==> config.mk <==
export PLATFORM = sky130hd
export DESIGN_NAME = multicycle_control
export DESIGN_NICKNAME = d
export VERILOG_FILES = /design/src/rtl/mips_pkg.sv /design/src/rtl/mem_wait_timer.sv /design/src/rtl/multicycle_control.sv
export SDC_FILE = /design/constraint.sdc
export NUM_CORES = 1
export LEC_CHECK = 0
export CORE_ASPECT_RATIO = 0.75
export CORE_MARGIN = 2
export CORE_UTILIZATION = 52
export CTS_CLUSTER_DIAMETER = 120
export DETAILED_ROUTE_END_ITERATION = 12
export PLACE_DENSITY = 0.95
export SYNTH_ARGS = -nofsm -noshare
export SYNTH_HDL_FRONTEND = slang
export SYNTH_SLANG_ARGS = --single-unit
export TNS_END_PERCENT = 1
==> constraint.sdc <==
create_clock -name i_clk -period 3.6 [get_ports i_clk]
set_clock_uncertainty 0.1 [all_clocks]
set_input_delay 0.72 -clock i_clk [delete_from_list [all_inputs] [get_ports i_clk]]
set_output_delay 0.72 -clock i_clk [all_outputs]
set_load 0.01 [all_outputs]
==> src/rtl/mips_pkg.sv <==
// Shared definitions for the multi-cycle MIPS control unit: opcodes, FSM
// states, datapath select codes and error codes.
package mips_pkg;

    // Inst[31:26] opcode values
    localparam logic [5:0] OP_RTYPE = 6'b000000;
    localparam logic [5:0] OP_LW    = 6'b100011;
    localparam logic [5:0] OP_SW    = 6'b101011;
    localparam logic [5:0] OP_BEQ   = 6'b000100;
    localparam logic [5:0] OP_J     = 6'b000010;
    localparam logic [5:0] OP_ADDI  = 6'b001000;
    localparam logic [5:0] OP_ANDI  = 6'b001100;
    localparam logic [5:0] OP_ORI   = 6'b001101;

    // FSM state encoding is visible on the debug port, so values are fixed
    typedef enum logic [3:0] {
        StFetch   = 4'd0,
        StDecode  = 4'd1,
        StMemAddr = 4'd2,
        StMemRead = 4'd3,
        StMemWb   = 4'd4,
        StMemWrite= 4'd5,
        StExec    = 4'd6,
        StAluWb   = 4'd7,
        StBranch  = 4'd8,
        StJump    = 4'd9,
        StImmExec = 4'd10,
        StImmWb   = 4'd11,
        StError   = 4'd15
    } state_t;

    // alu_op codes
    localparam logic [1:0] ALU_OP_ADD   = 2'b00;
    localparam logic [1:0] ALU_OP_SUB   = 2'b01;
    localparam logic [1:0] ALU_OP_FUNCT = 2'b10;
    localparam logic [1:0] ALU_OP_IMM   = 2'b11;

    // pc_src codes
    localparam logic [1:0] PC_SRC_ALU    = 2'b00;
    localparam logic [1:0] PC_SRC_ALUOUT = 2'b01;
    localparam logic [1:0] PC_SRC_JUMP   = 2'b10;

    // alu_src_b codes
    localparam logic [1:0] SRC_B_RT       = 2'b00;
    localparam logic [1:0] SRC_B_FOUR     = 2'b01;
    localparam logic [1:0] SRC_B_SEXT     = 2'b10;
    localparam logic [1:0] SRC_B_SEXT_SH2 = 2'b11;

    // err_code values
    localparam logic [1:0] ERR_NONE    = 2'b00;
    localparam logic [1:0] ERR_ILLEGAL = 2'b01;
    localparam logic [1:0] ERR_TIMEOUT = 2'b10;

endpackage

==> src/rtl/mem_wait_timer.sv <==
// Counts consecutive stalled memory cycles and flags a timeout once the
// allowed number of wait cycles has been used up and memory is still not ready.
module mem_wait_timer #(
    parameter int unsigned MEM_TIMEOUT = 15
) (
    input  logic i_clk,
    input  logic i_reset,
    input  logic i_clear,
    input  logic i_mem_req,
    input  logic i_mem_ready,
    output logic o_timeout
);

    localparam int unsigned CW = $clog2(MEM_TIMEOUT + 1);
    localparam logic [CW-1:0] LIMIT = CW'(MEM_TIMEOUT);

    logic [CW-1:0] r_cnt;
    logic          w_at_limit;

    assign w_at_limit = (r_cnt == LIMIT);
    // A ready in the limit cycle still completes the access
    assign o_timeout  = i_mem_req && !i_mem_ready && w_at_limit;

    // Wait counter: restart on state change or any cycle that is not a stall
    always_ff @(posedge i_clk) begin
        if (i_reset) begin
            r_cnt <= '0;
        end else if (i_clear || !i_mem_req || i_mem_ready) begin
            r_cnt <= '0;
        end else if (!w_at_limit) begin
            r_cnt <= r_cnt + CW'(1);
        end
    end

endmodule

==> src/rtl/multicycle_control.sv <==
// Multi-cycle MIPS control FSM: sequences fetch/decode/execute/memory/
// write-back over a shared ALU and memory port and drives datapath selects.
module multicycle_control
    import mips_pkg::*;
#(
    parameter int unsigned MEM_TIMEOUT = 15,
    parameter bit          ENABLE_IMM  = 1'b1,
    parameter int unsigned CNT_W       = 32
) (
    input  logic             i_clk,
    input  logic             i_reset,
    input  logic [5:0]       i_opcode,
    input  logic             i_zero,
    input  logic             i_mem_ready,
    output logic             o_mem_req,
    output logic             o_mem_we,
    output logic             o_iord,
    output logic             o_ir_write,
    output logic             o_pc_en,
    output logic [1:0]       o_pc_src,
    output logic             o_alu_src_a,
    output logic [1:0]       o_alu_src_b,
    output logic [1:0]       o_alu_op,
    output logic             o_reg_dst,
    output logic             o_mem_to_reg,
    output logic             o_reg_write,
    output logic             o_instr_done,
    output logic             o_err,
    output logic [1:0]       o_err_code,
    output logic [3:0]       o_state,
    output logic [CNT_W-1:0] o_instr_count
);

    state_t             r_state;
    state_t             w_state_d;
    logic               r_err;
    logic [1:0]         r_err_code;
    logic [CNT_W-1:0]   r_instr_count;
    logic               w_timeout;
    logic               w_state_change;

    assign w_state_change = (w_state_d != r_state);

    mem_wait_timer #(
        .MEM_TIMEOUT(MEM_TIMEOUT)
    ) u_mem_wait_timer (
        .i_clk      (i_clk),
        .i_reset    (i_reset),
        .i_clear    (w_state_change),
        .i_mem_req  (o_mem_req),
        .i_mem_ready(i_mem_ready),
        .o_timeout  (w_timeout)
    );

    // State register plus sticky error capture on entry to ERROR
    always_ff @(posedge i_clk) begin
        if (i_reset) begin
            r_state    <= StFetch;
            r_err      <= 1'b0;
            r_err_code <= ERR_NONE;
        end else begin
            r_state <= w_state_d;
            if (w_state_d == StError && r_state != StError) begin
                r_err      <= 1'b1;
                r_err_code <= (r_state == StDecode) ? ERR_ILLEGAL : ERR_TIMEOUT;
            end
        end
    end

    // Retired-instruction counter, wraps naturally
    always_ff @(posedge i_clk) begin
        if (i_reset) begin
            r_instr_count <= '0;
        end else if (o_instr_done) begin
            r_instr_count <= r_instr_count + CNT_W'(1);
        end
    end

    // Next-state decode
    always_comb begin
        w_state_d = r_state;
        case (r_state)
            StFetch: begin
                if (w_timeout)        w_state_d = StError;
                else if (i_mem_ready) w_state_d = StDecode;
            end
            StDecode: begin
                case (i_opcode)
                    OP_LW, OP_SW:              w_state_d = StMemAddr;
                    OP_RTYPE:                  w_state_d = StExec;
                    OP_BEQ:                    w_state_d = StBranch;
                    OP_J:                      w_state_d = StJump;
                    OP_ADDI, OP_ANDI, OP_ORI:  w_state_d = ENABLE_IMM ? StImmExec : StError;
                    default:                   w_state_d = StError;
                endcase
            end
            StMemAddr:  w_state_d = (i_opcode == OP_SW) ? StMemWrite : StMemRead;
            StMemRead: begin
                if (w_timeout)        w_state_d = StError;
                else if (i_mem_ready) w_state_d = StMemWb;
            end
            StMemWrite: begin
                if (w_timeout)        w_state_d = StError;
                else if (i_mem_ready) w_state_d = StFetch;
            end
            StExec:     w_state_d = StAluWb;
            StImmExec:  w_state_d = StImmWb;
            StMemWb, StAluWb, StBranch, StJump, StImmWb: w_state_d = StFetch;
            StError:    w_state_d = StError;
            default:    w_state_d = StError;
        endcase
    end

    // Datapath controls per state; enables are forced low while reset is held
    always_comb begin
        o_mem_req    = 1'b0;
        o_mem_we     = 1'b0;
        o_iord       = 1'b0;
        o_ir_write   = 1'b0;
        o_pc_en      = 1'b0;
        o_pc_src     = PC_SRC_ALU;
        o_alu_src_a  = 1'b0;
        o_alu_src_b  = SRC_B_RT;
        o_alu_op     = ALU_OP_ADD;
        o_reg_dst    = 1'b0;
        o_mem_to_reg = 1'b0;
        o_reg_write  = 1'b0;
        o_instr_done = 1'b0;
        case (r_state)
            StFetch: begin
                o_mem_req   = 1'b1;
                o_alu_src_b = SRC_B_FOUR;
                o_ir_write  = i_mem_ready;
                o_pc_en     = i_mem_ready;
            end
            StDecode:   o_alu_src_b = SRC_B_SEXT_SH2;
            StMemAddr: begin
                o_alu_src_a = 1'b1;
                o_alu_src_b = SRC_B_SEXT;
            end
            StMemRead: begin
                o_mem_req = 1'b1;
                o_iord    = 1'b1;
            end
            StMemWb: begin
                o_reg_write  = 1'b1;
                o_mem_to_reg = 1'b1;
                o_instr_done = 1'b1;
            end
            StMemWrite: begin
                o_mem_req    = 1'b1;
                o_mem_we     = 1'b1;
                o_iord       = 1'b1;
                o_instr_done = i_mem_ready;
            end
            StExec: begin
                o_alu_src_a = 1'b1;
                o_alu_op    = ALU_OP_FUNCT;
            end
            StAluWb: begin
                o_reg_write  = 1'b1;
                o_reg_dst    = 1'b1;
                o_instr_done = 1'b1;
            end
            StBranch: begin
                o_alu_src_a  = 1'b1;
                o_alu_op     = ALU_OP_SUB;
                o_pc_src     = PC_SRC_ALUOUT;
                o_pc_en      = i_zero;
                o_instr_done = 1'b1;
            end
            StJump: begin
                o_pc_src     = PC_SRC_JUMP;
                o_pc_en      = 1'b1;
                o_instr_done = 1'b1;
            end
            StImmExec: begin
                o_alu_src_a = 1'b1;
                o_alu_src_b = SRC_B_SEXT;
                o_alu_op    = ALU_OP_IMM;
            end
            StImmWb: begin
                o_reg_write  = 1'b1;
                o_instr_done = 1'b1;
            end
            default: ;
        endcase
        if (i_reset) begin
            o_mem_req    = 1'b0;
            o_mem_we     = 1'b0;
            o_ir_write   = 1'b0;
            o_pc_en      = 1'b0;
            o_reg_write  = 1'b0;
            o_instr_done = 1'b0;
        end
    end

    assign o_state       = r_state;
    assign o_err         = r_err;
    assign o_err_code    = r_err_code;
    assign o_instr_count = r_instr_count;

endmodule

==> impl_summary.md <==
Run status
The run finished with clean final reports.

Floorplanning
The full die area is 5180 µm². In this run the vertical extent of the chip is around 63 µm. The die width is 82.4 µm.

The initial utilization of the core area, before any placement, comes to 54.0%. The row count is 21. Pin placement for this block handled 65 I/O pins. The core region is between 4000 and 5000 µm².

Clocking
Buffers inserted during clock tree synthesis total 5. The post-CTS setup buffer count is 0. The clock net in this run drives a total of 43 sinks. Clock-pin slew was measured on the worst setup and hold paths at ~80 ps.

The total number of H-tree levels is 2. The clock passes through at most 2 buffers. TritonCTS built the clock tree. The library cell used as clock root buffer is sky130_fd_sc_hd__clkbuf_8.

The clock latency reported for the late side of the worst-skew pair is about 300 ps. Post-CTS repair changed the size of 0 cells. The number of buffers inserted by hold repair at cts is 0.

Placement
Prior to clock tree synthesis, the placed netlist has a worst setup slack of 292 ps. After detailed placement, the total cell area comes to 3080 µm². The final weighted congestion in routability-driven placement is a little under 0.9. During placement, the flow inserted port buffers numbering 64. The sum of net half-perimeters after detailed placement is 4680 µm.

STA
In the finished design, the share of the clock period the worst path needs comes to between 90% and 100%. The number of endpoints failing setup at the final stage is 0. The worst slew margin relative to its limit is roughly 53%. The achievable clock frequency is between 300 and 400 MHz. The final count of hold timing violations was 0.

Adding up every negative setup slack in the final design gives 0 ps. The final worst hold slack is around 360 ps. The count of final max-slew check failures is 0.

The final critical path time including I/O delays and setup is about 3300 ps. At the pin with the least slew margin, the transition time is 707 ps. Setup repair after global routing left no endpoint under its margin. Setup slack closes at about 300 ps.

Routing
Summed over all layers, the routed wires come to 6350 µm. The post-route antenna net violation count is 0. The routed layout has approximately 2500 vias. In the routed layout, each cell is associated on average with a via count of ~5.8. After detailed routing, the average wire length per cell comes to about 15 µm. The pre-antenna-repair detailed-routing pass consisted of 5 iterations. After detailed routing, the number of remaining DRC violations is 0. For this block, the initial DRC count from the detailed router was roughly 210.

Power and ir drop
The share of total power in sequential cells is 36.5%. The analysis attributes to cell leakage a power of approximately 0.0011 µW. Combinational cells account for 44.7% of the total power. Of the total power, the clock network draws 18.8%. In this run switching power makes up 38.5% of total power. The power spent charging and discharging nets is between 600 and 700 µW. In this run the power density over the cells is just over 500 nW/µm². Internal power comes to 1010 µW.

The maximum VDD drop is 0.456 mV.

Yosys
The count of synthesis-stage warnings from yosys is 0. The count of unique library cells instantiated by Yosys is 46. The share of async-settable or async-resettable flops after synthesis is 0%. Sequential cells were found to cover between 30% and 40% of the synthesized design area.

Counting every net in the synthesized netlist gives ~310. A synthesized cell averages ~8.0 µm². Among all flip-flop cells after synthesis, the most frequent one is sky130_fd_sc_hd__dfxtp_1.

The number of enable-type register cells in the synthesized netlist is 0. In this run, synthesis produced a sequential element count of 43. The number of standard cells after synthesis is about 300. The post-synthesis cell area is 2400 µm².

Global routing
The initial antenna violation count is 0. Entering global routing, the biggest net connects 26 pins. The number of global-route vias before repair is 2210. The first global-routing pass estimated 10600 µm of wire. The global-route congestion overflow total is 0. The total global-route track usage is about a quarter.

Critical path
STA classifies the critical path endpoint as an output pin. The required time of the critical path is around 2800 ps. The highest fanout seen on the critical path is 3. The startpoint-to-endpoint class of the critical path is in -> out. The data arrival time at the worst-slack endpoint is around 2500 ps. The critical path startpoint category is an input pin.

Cells and area
From synthesis to final layout, the design area changed by 32.1%. The finished layout cell area is ~3200 µm². The number of nets in the layout is between 300 and 400. In the final layout, the share of cells above drive strength 1 is 5.51%. In the final layout, flip-flops and latches occupy 861 µm². The layout has approximately 360 filler cells. The top cell types in the final layout, fill and taps aside, are sky130_fd_sc_hd__clkdlybuf4s50_1, sky130_fd_sc_hd__nor2_1, sky130_fd_sc_hd__dfxtp_1, sky130_fd_sc_hd__nor3_1, sky130_fd_sc_hd__xnor2_1. The most common library cell in the layout ignoring fill and taps is sky130_fd_sc_hd__clkdlybuf4s50_1. The number of antenna cells inserted is 0.

In the final layout, the multi-input gates occupy 1430 µm².

Job
The tool flagged a number of max-cap violations equal to 0.

Hold path
In this run the worst hold path is classified as reg -> reg.
-- Yosys cell counts (2+ instances only) --
master / count / share of area [%]
sky130_fd_sc_hd__nor2b_1: 3 / 0.78
sky130_fd_sc_hd__nor3b_1: 4 / 1.3
sky130_fd_sc_hd__clkbuf_1: 8 / 1.3
sky130_fd_sc_hd__nor3_1: 21 / 4.4
sky130_fd_sc_hd__nand4_1: 10 / 2.6
sky130_fd_sc_hd__xor2_1: 15 / 5.5
sky130_fd_sc_hd__and3_1: 6 / 1.6
sky130_fd_sc_hd__mux2i_1: 2 / 0.83
sky130_fd_sc_hd__ha_1: 2 / 1.0
sky130_fd_sc_hd__or3_1: 3 / 0.78
sky130_fd_sc_hd__nor2_1: 49 / 7.7
sky130_fd_sc_hd__buf_1: 2 / 0.31
sky130_fd_sc_hd__a211oi_1: 5 / 1.6
sky130_fd_sc_hd__buf_2: 6 / 1.3
sky130_fd_sc_hd__nor4b_2: 2 / 1.3
sky130_fd_sc_hd__and2_1: 3 / 0.78
sky130_fd_sc_hd__nor4_1: 7 / 1.8
sky130_fd_sc_hd__and4_1: 3 / 1.1
sky130_fd_sc_hd__o21ai_0: 8 / 1.7
sky130_fd_sc_hd__nand3_1: 15 / 3.1
sky130_fd_sc_hd__a21oi_1: 11 / 2.3
sky130_fd_sc_hd__nand2_1: 16 / 2.5
sky130_fd_sc_hd__dfxtp_1: 43 / 36
sky130_fd_sc_hd__xnor2_1: 17 / 6.2
sky130_fd_sc_hd__a31oi_1: 3 / 0.78
sky130_fd_sc_hd__o31a_1: 2 / 0.73
sky130_fd_sc_hd__o21a_1: 4 / 1.3
sky130_fd_sc_hd__nand2b_1: 7 / 1.8
sky130_fd_sc_hd__inv_1: 7 / 1.1
-- power groups by stage --
stage	registers [µW]	clock network, µW	logic [µW]
global route	604	329	788
CTS	592	308	722
floorplan	556	0	482
global placement	600	0	702
detailed placement	603	0	718
finish	595	307	731
-- sequential cells by signal, summed over array words and instances, names as in the netlist --
signal / cells
o_state: 4
o_err_code: 2
u_mem_wait_timer.r_cnt: 4
o_instr_count: 32
o_err: 1
-- cell type report --
type | instances | area share (%)
multi-input cells | 234 | 45.2
clock inverters | 2 | 0.395
clock buffers | 6 | 2.29
inverters | 7 | 0.829
well taps | 57 | 2.25
repair buffers | 71 | 21.9
flip-flops and latches | 43 | 27.2
-- critical path, cell delays in order --
cell                              delay, ps
sky130_fd_sc_hd__clkdlybuf4s50_1        510
sky130_fd_sc_hd__nor3b_1                 80
sky130_fd_sc_hd__o21ai_1                200
sky130_fd_sc_hd__nand3_1                170
sky130_fd_sc_hd__nor2_1                 220
sky130_fd_sc_hd__clkdlybuf4s50_1        580
-- through the flow --
step / cells / total power, µW / utilization [%]
after floorplan: 301 / 1040 / -
after CTS: 420 / 1620 / 71.4
after global placement: 412 / 1300 / 69.5
final: 420 / 1630 / 71.4
after global routing: 420 / 1720 / 71.4
after detailed placement: 412 / 1320 / 69.5
-- metal layers --
| layer | wire [µm] | share of wire (%) | GRT usage (%) | up-vias |
|---|---|---|---|---|
| met5 | 0 | 0 | 0 | - |
| met2 | 2910 | 46 | 38.3 | 108 |
| met1 | 2900 | 46 | 37.3 | 1155 |
| met4 | 59 | 0.93 | 7.71 | 0 |
| li1 | - | - | - | 1186 |
| met3 | 484 | 7.6 | 6.21 | 7 |
-- logic make-up (layout without fill, tap and decap cells) --
group	Yosys count	after routing	share of synthesized area, %
AO/OA/AOI/OAI	44	44	12.6
buffers and inverters	24	86	4.38
AND/OR/NAND/NOR	153	153	33.0
multiplexers	3	3	1.46
adder cells (fa/ha/maj)	2	2	1.04
XOR/XNOR	32	32	11.7
flip-flops	43	43	35.9
-- worst paths after layout --
kind                                     end  cells after the start                  startpoint  slack, ps
setup / recovery                o_instr_done                      6                 i_mem_ready        300
hold / removal    o_err_code[1]$_SDFFE_PP0P_                      2  o_err_code[1]$_SDFFE_PP0P_        360
setup reg to reg  o_err_code[0]$_SDFFE_PP0P_                      7       o_state[2]$_SDFF_PP0_       1030
hold reg to reg   o_err_code[1]$_SDFFE_PP0P_                      2  o_err_code[1]$_SDFFE_PP0P_        360
(Power assumes the default switching activity.)
